### src/rtl/cla_nibble_serial_adder_if.sv
// Operand/result bus of the nibble-serial CLA adder. The ovf wire exists only
// when CLA_SERIAL_OVF_EN is defined.
interface cla_nibble_serial_adder_if #(
    parameter int WIDTH = 16
);
    // Valid/ready: a transfer happens on a rising edge where valid && ready;
    // the producer holds valid and its payload stable until that edge.
    logic             in_valid;
    logic             in_ready;
    logic [WIDTH-1:0] a;
    logic [WIDTH-1:0] b;
    logic             cin;
    logic             out_valid;
    logic             out_ready;
    logic [WIDTH-1:0] sum;
    logic             cout;
    logic             busy;
`ifdef CLA_SERIAL_OVF_EN
    logic             ovf;
`endif

    modport master (
        output in_valid, a, b, cin, out_ready,
        input  in_ready, out_valid, sum, cout, busy
`ifdef CLA_SERIAL_OVF_EN
        , input ovf
`endif
    );

    modport slave (
        input  in_valid, a, b, cin, out_ready,
        output in_ready, out_valid, sum, cout, busy
`ifdef CLA_SERIAL_OVF_EN
        , output ovf
`endif
    );
endinterface

### src/rtl/cla_nibble_serial_adder.sv
// WIDTH-bit adder that runs one 4-bit carry-lookahead slice over N = WIDTH/4 cycles.
// Optional signed-overflow flag enabled by defining CLA_SERIAL_OVF_EN.
module cla_nibble_serial_adder #(
    parameter int WIDTH = 16  // multiple of 4, at least 4
) (
    input  logic                        clk,
    input  logic                        rst,
    cla_nibble_serial_adder_if.slave    bus,
    output logic [1:0]                  dbg_state
);
    localparam int N     = WIDTH / 4;
    localparam int IDX_W = (N > 1) ? $clog2(N) : 1;

    typedef enum logic [1:0] {
        IDLE = 2'd0,
        ADD  = 2'd1,
        DONE = 2'd2
    } state_t;

    state_t             state;
    state_t             state_next;
    logic [WIDTH-1:0]   op_a;
    logic [WIDTH-1:0]   op_b;
    logic [WIDTH-1:0]   sum_q;
    logic               cout_q;
    logic               carry_q;
    logic               init_q;
    logic [IDX_W-1:0]   idx;
    logic [3:0]         nib_a;
    logic [3:0]         nib_b;
    logic [3:0]         nib_s;
    logic [3:0]         g;
    logic [3:0]         p;
    logic [4:0]         c;
    logic               last;
    logic               accept;
`ifdef CLA_SERIAL_OVF_EN
    logic               ovf_q;
`endif

    // The single 4-bit carry-lookahead slice, fed from the latched operands.
    always_comb begin
        nib_a = op_a[4*idx +: 4];
        nib_b = op_b[4*idx +: 4];
        g     = nib_a & nib_b;
        p     = nib_a ^ nib_b;
        c[0]  = carry_q;
        c[1]  = g[0] | (p[0] & c[0]);
        c[2]  = g[1] | (p[1] & g[0]) | (p[1] & p[0] & c[0]);
        c[3]  = g[2] | (p[2] & g[1]) | (p[2] & p[1] & g[0]) | (p[2] & p[1] & p[0] & c[0]);
        c[4]  = g[3] | (p[3] & g[2]) | (p[3] & p[2] & g[1]) | (p[3] & p[2] & p[1] & g[0])
              | (p[3] & p[2] & p[1] & p[0] & c[0]);
        nib_s = p ^ c[3:0];
    end

    assign last = (idx == IDX_W'(N - 1));

    always_comb begin
        state_next    = state;
        bus.in_ready  = 1'b0;
        bus.out_valid = 1'b0;
        bus.busy      = 1'b0;
        accept        = 1'b0;
        case (state)
            IDLE: begin
                // init_q keeps ready low until the first edge after reset release.
                bus.in_ready = init_q;
                if (bus.in_valid && init_q) begin
                    accept     = 1'b1;
                    state_next = ADD;
                end
            end
            ADD: begin
                bus.busy = 1'b1;
                if (last) state_next = DONE;
            end
            DONE: begin
                bus.busy      = 1'b1;
                bus.out_valid = 1'b1;
                if (bus.out_ready) state_next = IDLE;
            end
            default: state_next = IDLE;
        endcase
    end

    always_ff @(posedge clk or posedge rst) begin
        if (rst) state <= IDLE;
        else     state <= state_next;
    end

    always_ff @(posedge clk or posedge rst) begin
        if (rst) begin
            init_q  <= 1'b0;
            op_a    <= '0;
            op_b    <= '0;
            sum_q   <= '0;
            cout_q  <= 1'b0;
            carry_q <= 1'b0;
            idx     <= '0;
`ifdef CLA_SERIAL_OVF_EN
            ovf_q   <= 1'b0;
`endif
        end else begin
            init_q <= 1'b1;
            if (accept) begin
                op_a    <= bus.a;
                op_b    <= bus.b;
                carry_q <= bus.cin;
                idx     <= '0;
                sum_q   <= '0;
                cout_q  <= 1'b0;
`ifdef CLA_SERIAL_OVF_EN
                ovf_q   <= 1'b0;
`endif
            end else if (state == ADD) begin
                sum_q[4*idx +: 4] <= nib_s;
                carry_q           <= c[4];
                idx               <= idx + 1'b1;
                if (last) begin
                    cout_q <= c[4];
`ifdef CLA_SERIAL_OVF_EN
                    ovf_q  <= (op_a[WIDTH-1] == op_b[WIDTH-1]) && (nib_s[3] != op_a[WIDTH-1]);
`endif
                end
            end
        end
    end

    assign bus.sum   = sum_q;
    assign bus.cout  = cout_q;
    assign dbg_state = state;
`ifdef CLA_SERIAL_OVF_EN
    assign bus.ovf   = ovf_q;
`endif
endmodule

### src/flat_wrapper.sv
// flat-port wrapper written by rule: the top's interface ports become plain ports
module cla_nibble_serial_adder_flat 
#(
    parameter int WIDTH = 16                              
)
  (clk, rst, dbg_state, bus_in_valid, bus_a, bus_b, bus_cin, bus_out_ready, bus_in_ready, bus_out_valid, bus_sum, bus_cout, bus_busy);
  cla_nibble_serial_adder_if #(.WIDTH(WIDTH)) bus_i ();
  input  logic clk;
  input  logic rst;
  output logic [1:0] dbg_state;
  input wire logic [$bits(bus_i.in_valid)-1:0] bus_in_valid;
  input wire logic [$bits(bus_i.a)-1:0] bus_a;
  input wire logic [$bits(bus_i.b)-1:0] bus_b;
  input wire logic [$bits(bus_i.cin)-1:0] bus_cin;
  input wire logic [$bits(bus_i.out_ready)-1:0] bus_out_ready;
  output wire logic [$bits(bus_i.in_ready)-1:0] bus_in_ready;
  output wire logic [$bits(bus_i.out_valid)-1:0] bus_out_valid;
  output wire logic [$bits(bus_i.sum)-1:0] bus_sum;
  output wire logic [$bits(bus_i.cout)-1:0] bus_cout;
  output wire logic [$bits(bus_i.busy)-1:0] bus_busy;
  assign bus_i.in_valid = bus_in_valid;
  assign bus_i.a = bus_a;
  assign bus_i.b = bus_b;
  assign bus_i.cin = bus_cin;
  assign bus_i.out_ready = bus_out_ready;
  assign bus_in_ready = bus_i.in_ready;
  assign bus_out_valid = bus_i.out_valid;
  assign bus_sum = bus_i.sum;
  assign bus_cout = bus_i.cout;
  assign bus_busy = bus_i.busy;
  cla_nibble_serial_adder #(.WIDTH(WIDTH)) u_core (.clk(clk), .rst(rst), .bus(bus_i), .dbg_state(dbg_state));
endmodule
### config.mk
export PLATFORM = sky130hd
export DESIGN_NAME = cla_nibble_serial_adder_flat
export DESIGN_NICKNAME = d
export VERILOG_FILES = /design/src/rtl/cla_nibble_serial_adder_if.sv /design/src/rtl/cla_nibble_serial_adder.sv /design/src/flat_wrapper.sv
export SDC_FILE = /design/constraint.sdc
export NUM_CORES = 1
export LEC_CHECK = 0
export BUFFER_PORTS_ARGS = -buffer_cell sky130_fd_sc_hd__buf_2
export CAP_MARGIN = 15
export CORE_MARGIN = 2
export CORE_UTILIZATION = 55
export CTS_CLUSTER_SIZE = 16
export DETAILED_ROUTE_END_ITERATION = 8
export PLACE_DENSITY = 0.81
export SLEW_MARGIN = 20
export SYNTH_ARGS = -nofsm -noshare
export SYNTH_HDL_FRONTEND = slang
export SYNTH_SLANG_ARGS = --single-unit
### constraint.sdc
create_clock -name clk -period 5.2 [get_ports clk]
set_clock_uncertainty 0.2 [all_clocks]
set_input_delay 1.3 -clock clk [delete_from_list [all_inputs] [get_ports clk]]
set_output_delay 1.3 -clock clk [all_outputs]
set_load 0.02 [all_outputs]
==> impl_metrics.json, run 1 <==
{
  "cts_setup_buffers": 0,
  "syn_nets": 304,
  "placed_area_sq_um": 2920,
  "antenna_found_initial": 0,
  "crit_fanout": 15,
  "endpoint_kind": "flop",
  "hold_buffers": 0,
  "yosys_register_bits": 55,
  "cts_buffer_depth": 2,
  "finalSetupViolCount": 0,
  "nets": 359,
  "drtPass1Iterations": 4,
  "clk_latency_ns": 0.31,
  "tns_ns": 0,
  "min_from": "u_core.op_b[11]",
  "drtIter0Drc": 166,
  "seq_area_frac_synth": 0.529,
  "grt_pass1_wl_um": 8630,
  "dpl.hpwl_um": 3610,
  "diodes": 0,
  "dr_total_vias": 1927,
  "path_clk_slew_ns": 0.09,
  "gp_congestion": 0.757,
  "wl_per_cell_um": 14.0,
  "start_util": 0.562,
  "power_w": 0.00211,
  "start_kind": "flop",
  "pwr_density_cell_nw_per_um2": 698,
  "dp_slack_ns": 2.24,
  "drt-total-wl_um": 5090,
  "criticalPathCategory": "flop to flop",
  "syn_area_sq_um": 2600,
  "worstReg2RegStart": "u_core.idx[0]",
  "rr_worst_depth": 6,
  "port_buffers": 58,
  "yosys_warnings": 0,
  "required_ns": 5.20,
  "cts.sinks": 55,
  "drc": 0,
  "layout-drive-gt1-share": 0.262,
  "core_sq_um": 4630,
  "overflow": 0,
  "path_cells": "mux4_2, ha_1, a211o_1, a21oi_4, xnor2_1, a32o_1",
  "critPathTopFamily": "flip-flops",
  "die_w_um": 72.8,
  "cts-root-buf": "clkbuf_8",
  "ys_types": 34,
  "die_area_sq_um": 5290,
  "period_minus_slack_ns": 2.96,
  "avgSynthCellArea_sq_um": 10.2,
  "stdcell_area_sq_um": 3020,
  "worstReg2RegEnd": "u_core.bus.sum[15]",
  "layout.cells.non_filler": 363,
  "vdd_drop_max_uv": 331,
  "clock.fmax_mhz": 337,
  "regArea_sq_um": 1380,
  "cts_resized": 0,
  "die_h_um": 72.8,
  "drv_slew": 0,
  "rsz0062_at_grt": "no",
  "synth_cells": 254,
  "ant_nets": 0,
  "leakage_nw": 1.65,
  "maxCapViolations": 0,
  "tritoncts": "yes",
  "fin_crit_sh": 0.570,
  "fill_cells": 409,
  "multi_input_comb_area_sq_um": 1140,
  "worst_pin_slew_ns": 0.705,
  "dp_cells": 356,
  "cp_slowest_cell": "dfrtp_1",
  "slowest_delay_ns": 0.81,
  "worst_slack_ns": 2.24,
  "hold-path-cell-count": 2,
  "ios": 59,
  "rrSetupSlack_ns": 2.24,
  "grt_max_degree": 56,
  "hold_class": "flop to flop",
  "critPathBufInv": 0,
  "htree_levels": 2,
  "worstPathArrival_ns": 2.97,
  "status": "completed",
  "area_growth_pct": 16.3,
  "hold_viol": 0,
  "numCtsBuffers": 5,
  "maxSlewHeadroom": 0.530,
  "via_per_inst": 5.31,
  "whs_endpoint": "u_core.op_b[11]",
  "grtUsageTotal": 0.213,
  "rows": 25,
  "grt_pass1_vias": 1872
}
## cell usage in the layout (no fill, tap or decap), types with 2 or more instances in the layout
| cell type | netlist | final |
|---|---|---|
| nand2_1 | 103 | 103 |
| buf_2 | 7 | 58 |
| dfrtp_1 | 55 | 55 |
| ha_1 | 12 | 12 |
| a21oi_1 | 8 | 8 |
| a22o_1 | 8 | 8 |
| mux4_2 | 8 | 8 |
| inv_1 | 8 | 7 |
| and3_1 | 5 | 5 |
| nor2_1 | 5 | 5 |
| clkbuf_8 | 0 | 5 |
| a32o_1 | 4 | 4 |
| xnor2_1 | 3 | 3 |
| o21ai_0 | 3 | 3 |
| a22oi_1 | 2 | 2 |
| buf_4 | 0 | 2 |
## synth_stat cells
master | instances | area share
a211o_1 | 1 | 0.0034
a21o_2 | 1 | 0.0034
a21oi_1 | 8 | 0.015
a21oi_4 | 1 | 0.0063
a22o_1 | 8 | 0.027
a22oi_1 | 2 | 0.0058
a31o_1 | 1 | 0.0034
a31o_2 | 1 | 0.0034
a32o_1 | 4 | 0.015
and2_1 | 1 | 0.0024
and3_1 | 5 | 0.012
buf_1 | 1 | 0.0014
buf_2 | 7 | 0.013
clkbuf_1 | 4 | 0.0058
conb_1 | 1 | 0.0014
dfrtp_1 | 55 | 0.53
fa_1 | 1 | 0.0077
ha_1 | 12 | 0.058
inv_1 | 8 | 0.012
mux2_2 | 1 | 0.0043
mux4_2 | 8 | 0.069
nand2_1 | 103 | 0.15
nand3_1 | 1 | 0.0019
nor2_1 | 5 | 0.0072
nor2b_1 | 1 | 0.0024
nor3_1 | 1 | 0.0019
nor3_2 | 1 | 0.0039
nor4_2 | 1 | 0.0048
o211a_1 | 1 | 0.0039
o21a_1 | 1 | 0.0029
o21ai_0 | 3 | 0.0058
o31a_1 | 1 | 0.0034
xnor2_1 | 3 | 0.010
xor2_1 | 1 | 0.0034
## worst max-delay path by stage
stage,from,endpoint,slack [ns],depth (start not counted)
2_1_floorplan,rst,u_core.bus.cout,2.36,1
3_3_place_gp,u_core.idx[0],u_core.bus.sum[15],2.29,6
3_5_place_dp,u_core.idx[0],u_core.bus.sum[15],2.24,6
4_1_cts,u_core.idx[0],u_core.bus.sum[15],2.25,6
5_1_grt,u_core.idx[0],u_core.bus.sum[11],2.05,6
6_report,u_core.idx[0],u_core.bus.sum[15],2.24,6
## stage by stage
stage	util	hold WS [ns]
floorplan	-	0.240
global placement	0.631	0.254
detailed placement	0.631	0.257
CTS	0.653	0.281
global route	0.653	0.301
finish	0.653	0.276
## worst register-to-register path: stages, from the launching register on
cell and delay (ns):
dfrtp_1 0.81, mux4_2 0.65, ha_1 0.34, a211o_1 0.31, a21oi_4 0.16, xnor2_1 0.15, a32o_1 0.24
## registers in the layout, indices dropped and copies added, names as in the netlist
| register | cells |
|---|---|
| u_core.idx | 2 |
| u_core.dbg_state | 2 |
| u_core.op_b | 16 |
| u_core.bus.sum | 16 |
| u_core.bus.cout | 1 |
| u_core.init_q | 1 |
| u_core.carry_q | 1 |
| u_core.op_a | 16 |
## per-layer routing
| layer | GRT usage | wire length (um) | vias to the layer above |
|---|---|---|---|
| li1 | - | - | 959 |
| met2 | 0.355 | 2500 | 49 |
| met1 | 0.287 | 2310 | 912 |
| met4 | 0.0679 | 70 | 0 |
| met3 | 0.0345 | 214 | 7 |
| met5 | 0 | 0 | - |
## final cells by class
cell class,count,area share
Multi-Input combinational cell,179,0.377
Sequential cell,55,0.455
Tap cell,54,0.0223
Timing Repair Buffer,60,0.101
Clock inverter,1,0.00993
Inverter,8,0.0108
Clock buffer,6,0.0240
## cells by family (layout without fill, tap and decap cells)
kind of cell               count (synthesis)  count (layout)  synth area share
AOI/OAI and AO/OA                         33              33            0.0991
xor gates and xnor gates                   4               4            0.0135
adders and majority gates                 13              13            0.0654
buffers and inverters                     20              75            0.0322
DFF                                       55              55             0.529
muxes                                      9               9            0.0736
other                                      1               1           0.00144
and+or+nand+nor                          119             119             0.185
## report_power, final
part	internal, W	switching [W]
clock	0.000141	0.000134
combinational	0.000455	0.000621
sequential	0.000615	0.000143
total	0.00121	0.000898
Note: power is estimated with default switching activity, not from simulation.
==> inputs of run 2 (changes only) <==
--- a/config.mk
+++ b/config.mk
@@ -8,10 +8,10 @@
 export BUFFER_PORTS_ARGS = -buffer_cell sky130_fd_sc_hd__buf_2
 export CAP_MARGIN = 15
 export CORE_MARGIN = 2
-export CORE_UTILIZATION = 55
+export CORE_UTILIZATION = 53
 export CTS_CLUSTER_SIZE = 16
 export DETAILED_ROUTE_END_ITERATION = 8
-export PLACE_DENSITY = 0.81
+export PLACE_DENSITY = 0.79
 export SLEW_MARGIN = 20
 export SYNTH_ARGS = -nofsm -noshare
 export SYNTH_HDL_FRONTEND = slang
==> constraint.sdc (replaced) <==
create_clock -name clk -period 2.84 [get_ports clk]
set_clock_uncertainty 0.2 [all_clocks]
set_input_delay 0.71 -clock clk [delete_from_list [all_inputs] [get_ports clk]]
set_output_delay 0.71 -clock clk [all_outputs]
set_load 0.02 [all_outputs]
==> impl_metrics.json, run 2 (same netlist as run 1, synthesis figures left out) <==
{
  "drt-total-wl_um": 5490,
  "crit_fanout": 8,
  "hold_class": "flop to flop",
  "criticalPathCategory": "flop to flop",
  "tns_ns": 0,
  "finalSetupViolCount": 0,
  "grt_pass1_vias": 2005,
  "rows": 25,
  "ios": 59,
  "grt_pass1_wl_um": 9100,
  "multi_input_comb_area_sq_um": 1140,
  "endpoint_kind": "flop",
  "core_sq_um": 4720,
  "port_buffers": 58,
  "cts-root-buf": "clkbuf_8",
  "start_kind": "flop",
  "antenna_found_initial": 0,
  "overflow": 0,
  "wl_per_cell_um": 14.4,
  "via_per_inst": 5.23,
  "gp_congestion": 0.786,
  "dr_total_vias": 1991,
  "status": "completed",
  "period_minus_slack_ns": 2.65,
  "grtUsageTotal": 0.219,
  "mostFrequentLayoutCells": "nand2_1 (103), buf_2 (58), dfrtp_1 (54)",
  "area_growth_pct": 17.4,
  "drv_slew": 0,
  "regArea_sq_um": 1380,
  "vdd_drop_max_uv": 548,
  "diodes": 0,
  "grt_max_degree": 56,
  "ant_nets": 0,
  "fin_hold_ws_ns": 0.283,
  "die_w_um": 74.0,
  "fill_cells": 399,
  "die_h_um": 74.0,
  "maxSlewHeadroom": 0.540,
  "rsz0062_at_grt": "no",
  "drc": 0,
  "pwr_density_cell_nw_per_um2": 1270,
  "numCtsBuffers": 5,
  "clock.fmax_mhz": 378,
  "dpl.hpwl_um": 4030,
  "maxCapViolations": 0,
  "cts_buffer_depth": 2,
  "nets": 363,
  "final_common_cell": "nand2_1",
  "start_util": 0.550,
  "tritoncts": "yes",
  "worst_pin_slew_ns": 0.690,
  "drtPass1Iterations": 4,
  "die_area_sq_um": 5480,
  "fin_crit_sh": 0.932,
  "layout-drive-gt1-share": 0.277,
  "rrSetupSlack_ns": 0.19,
  "hold_viol": 0,
  "drtIter0Drc": 115,
  "cts.sinks": 55,
  "leakage_nw": 1.66,
  "htree_levels": 2,
  "clk_latency_ns": 0.31,
  "path_clk_slew_ns": 0.10,
  "required_ns": 2.89,
  "worstPathArrival_ns": 2.70
}
[run 2: cell count changes in the layout (fill, tap and decap cells not counted), sizes merged]
cell,delta
clkinv,+1
buf,+4
clkinvlp,+1
bufinv,-1
[run 2: area by class of cell]
type                    instances  area share
repair buffers                 64       0.110
well taps                      67      0.0275
clock buffers                   6      0.0238
multi-input cells             179       0.374
inverters                       8     0.00984
flip-flops and latches         55       0.451
clock inverters                 2     0.00410
[run 2: path summary, 6_finish.rpt]
kind	endpoint	cells after the start	from
worst min-delay path	u_core.op_a[9]	2	u_core.op_a[9]
max in group asynchronous	u_core.idx[0]	3	rst
worst min register to register	u_core.op_a[9]	2	u_core.op_a[9]
worst max-delay path	u_core.bus.sum[11]	7	u_core.idx[0]
min in group asynchronous	u_core.bus.sum[1]	3	rst
worst max register to register	u_core.bus.sum[11]	7	u_core.idx[0]
[run 2: repair_timing]
item | CTS | global route
endpoints found under the setup margin | 0 | 4
buffers inserted | 0 | 0
resized for setup | 0 | 1
hold buffers | 0 | 0
[run 2: layer usage]
layer	up-vias	routed length, um	GRT usage
li1	963	-	-
met1	958	2330	0.282
met2	62	2790	0.383
met3	8	296	0.0379
met4	0	74	0.0626
met5	-	0	0
[run 2: critical path, cell delays in order (launching register included)]
cell,delay [ns]
dfrtp_2,0.52
buf_4,0.18
mux4_2,0.49
ha_1,0.35
o21a_1,0.20
a21oi_4,0.09
xnor2_1,0.35
a22o_1,0.22
[run 2: power breakdown]
group / total [W] / switching (W) / leakage (nW) / internal, W
sequential: 0.00137 / 0.000241 / 0.705 / 0.00113
clock: 0.000422 / 0.000249 / 0.0412 / 0.000173
combinational: 0.00208 / 0.00121 / 0.917 / 0.000864
[run 2: stage by stage]
step | total power (W) | cells | utilization | instance area [sq um] | worst slack, ns
final | 0.00387 | 381 | 0.646 | 3050 | 0.192
after global routing | 0.00415 | 381 | 0.646 | 3050 | 0.0573
after CTS | 0.00387 | 381 | 0.646 | 3050 | 0.0714
after detailed placement | 0.00345 | 373 | 0.628 | 2970 | 0.0877
after global placement | 0.00333 | 373 | 0.628 | 2970 | 0.184
after floorplan | 0.00286 | 254 | - | 2600 | 0.161
==> inputs of run 3 (changes only) <==
--- a/config.mk
+++ b/config.mk
@@ -7,7 +7,6 @@
 export LEC_CHECK = 0
 export BUFFER_PORTS_ARGS = -buffer_cell sky130_fd_sc_hd__buf_2
 export CAP_MARGIN = 15
-export CORE_MARGIN = 2
 export CORE_UTILIZATION = 53
 export CTS_CLUSTER_SIZE = 16
 export DETAILED_ROUTE_END_ITERATION = 8
==> impl_metrics.json, run 3 (same netlist as run 1, synthesis figures left out) <==
{
  "overflow": 0,
  "fill_cells": 401,
  "layout.cells.non_filler": 379,
  "dp_cells": 373,
  "ios": 59,
  "utilization": 0.646,
  "tns_ns": 0,
  "drtPass1Iterations": 4,
  "pwr_density_cell_nw_per_um2": 1240,
  "die_area_sq_um": 5190,
  "vdd_drop_max_uv": 479,
  "area_growth_pct": 17.4,
  "critPathTopFamily": "compound AO/OA/AOI/OAI gates",
  "htree_levels": 2,
  "hold_viol": 0,
  "worstReg2RegStart": "u_core.idx[0]",
  "slowest_delay_ns": 0.59,
  "diodes": 0,
  "port_buffers": 58,
  "status": "completed",
  "finalSetupViolCount": 0,
  "drc": 0,
  "final_common_cell": "nand2_1",
  "drtIter0Drc": 77,
  "maxSlewHeadroom": 0.603,
  "rsz0062_at_grt": "no",
  "gp_congestion": 0.833,
  "cts_resized": 0,
  "critPathBufInv": 0,
  "placed_area_sq_um": 2980,
  "drt-total-wl_um": 5120,
  "cp_slowest_cell": "mux4_2",
  "dr_total_vias": 1953,
  "fin_crit_sh": 0.913,
  "start_util": 0.550,
  "period_minus_slack_ns": 2.59,
  "cts_buffer_depth": 2,
  "maxCapViolations": 0,
  "antenna_found_initial": 0,
  "criticalPathCategory": "flop to flop",
  "clock.fmax_mhz": 386,
  "dpl.hpwl_um": 3900,
  "layout-drive-gt1-share": 0.272,
  "hold_class": "input pin to async pin",
  "core_sq_um": 4720,
  "grtUsageTotal": 0.219,
  "nets": 363,
  "start_kind": "flop",
  "required_ns": 2.84,
  "rr_worst_depth": 6,
  "tritoncts": "yes",
  "stdcell_area_sq_um": 3050,
  "crit_fanout": 8,
  "rows": 25,
  "ant_nets": 0,
  "hold_buffers": 0,
  "leakage_nw": 1.66,
  "cts-root-buf": "clkbuf_8",
  "die_h_um": 72.0,
  "grt_max_degree": 32,
  "drv_slew": 0,
  "mostFrequentLayoutCells": "nand2_1 (103), buf_2 (58), dfrtp_1 (54)",
  "grt_pass1_vias": 1932,
  "numCtsBuffers": 5,
  "via_per_inst": 5.15,
  "path_cells": "mux4_2, ha_1, a211o_1, a21oi_4, xnor2_1, a32o_1",
  "rrSetupSlack_ns": 0.25,
  "worst_pin_slew_ns": 0.594,
  "cts_setup_buffers": 0,
  "critPathLaunch": "u_core.idx[0]",
  "die_w_um": 72.0,
  "worstReg2RegEnd": "u_core.bus.sum[15]",
  "endpoint_kind": "flop",
  "clk_latency_ns": 0.30,
  "worstPathArrival_ns": 2.59,
  "wl_per_cell_um": 13.5,
  "grt_pass1_wl_um": 8630,
  "path_clk_slew_ns": 0.08,
  "cts.sinks": 55
}
==> run 3: changes by cell type in the layout (fill, tap and decap cells not counted), sizes merged <==
cell,change
clkinvlp,-1
clkinv,-1
==> run 3: power by group <==
group,switching (W),internal [W]
clock,0.000223,0.000165
sequential,0.000250,0.00113
combinational,0.00117,0.000861
total,0.00164,0.00216
==> run 3: area by class of cell <==
type                       instances  area (sq um)  share of cell area
tap                               67          83.8              0.0275
timing repair buffer              64           348               0.114
sequential                        55          1380               0.451
clock buffer                       6          72.6              0.0238
inverter                           8          30.0             0.00984
multi-input combinational        179          1140               0.374
==> run 3: layer usage <==
metal  share of wire  up-vias  track usage
li1                -      961            -
met2            0.50       51        0.369
met4           0.024        0        0.100
met3           0.030       14       0.0458
met5               0        -            0
met1            0.45      927        0.275
==> run 3: stage by stage <==
| stage | setup slack (ns) | power [W] | hold WS (ns) |
|---|---|---|---|
| floorplan | 0.161 | 0.00286 | 0.240 |
| global placement | 0.186 | 0.00333 | 0.258 |
| detailed placement | 0.123 | 0.00342 | 0.260 |
| CTS | 0.107 | 0.00381 | 0.259 |
| global route | 0.135 | 0.00409 | 0.285 |
| finish | 0.247 | 0.00379 | 0.245 |
==> run 3: worst max-delay path by stage <==
stage,end,cells after the start
3_3_place_gp,u_core.bus.sum[15],6
4_1_cts,u_core.bus.sum[15],6
6_report,u_core.bus.sum[15],6
3_5_place_dp,u_core.bus.sum[15],6
5_1_grt,u_core.bus.sum[7],6
2_1_floorplan,u_core.bus.sum[15],7
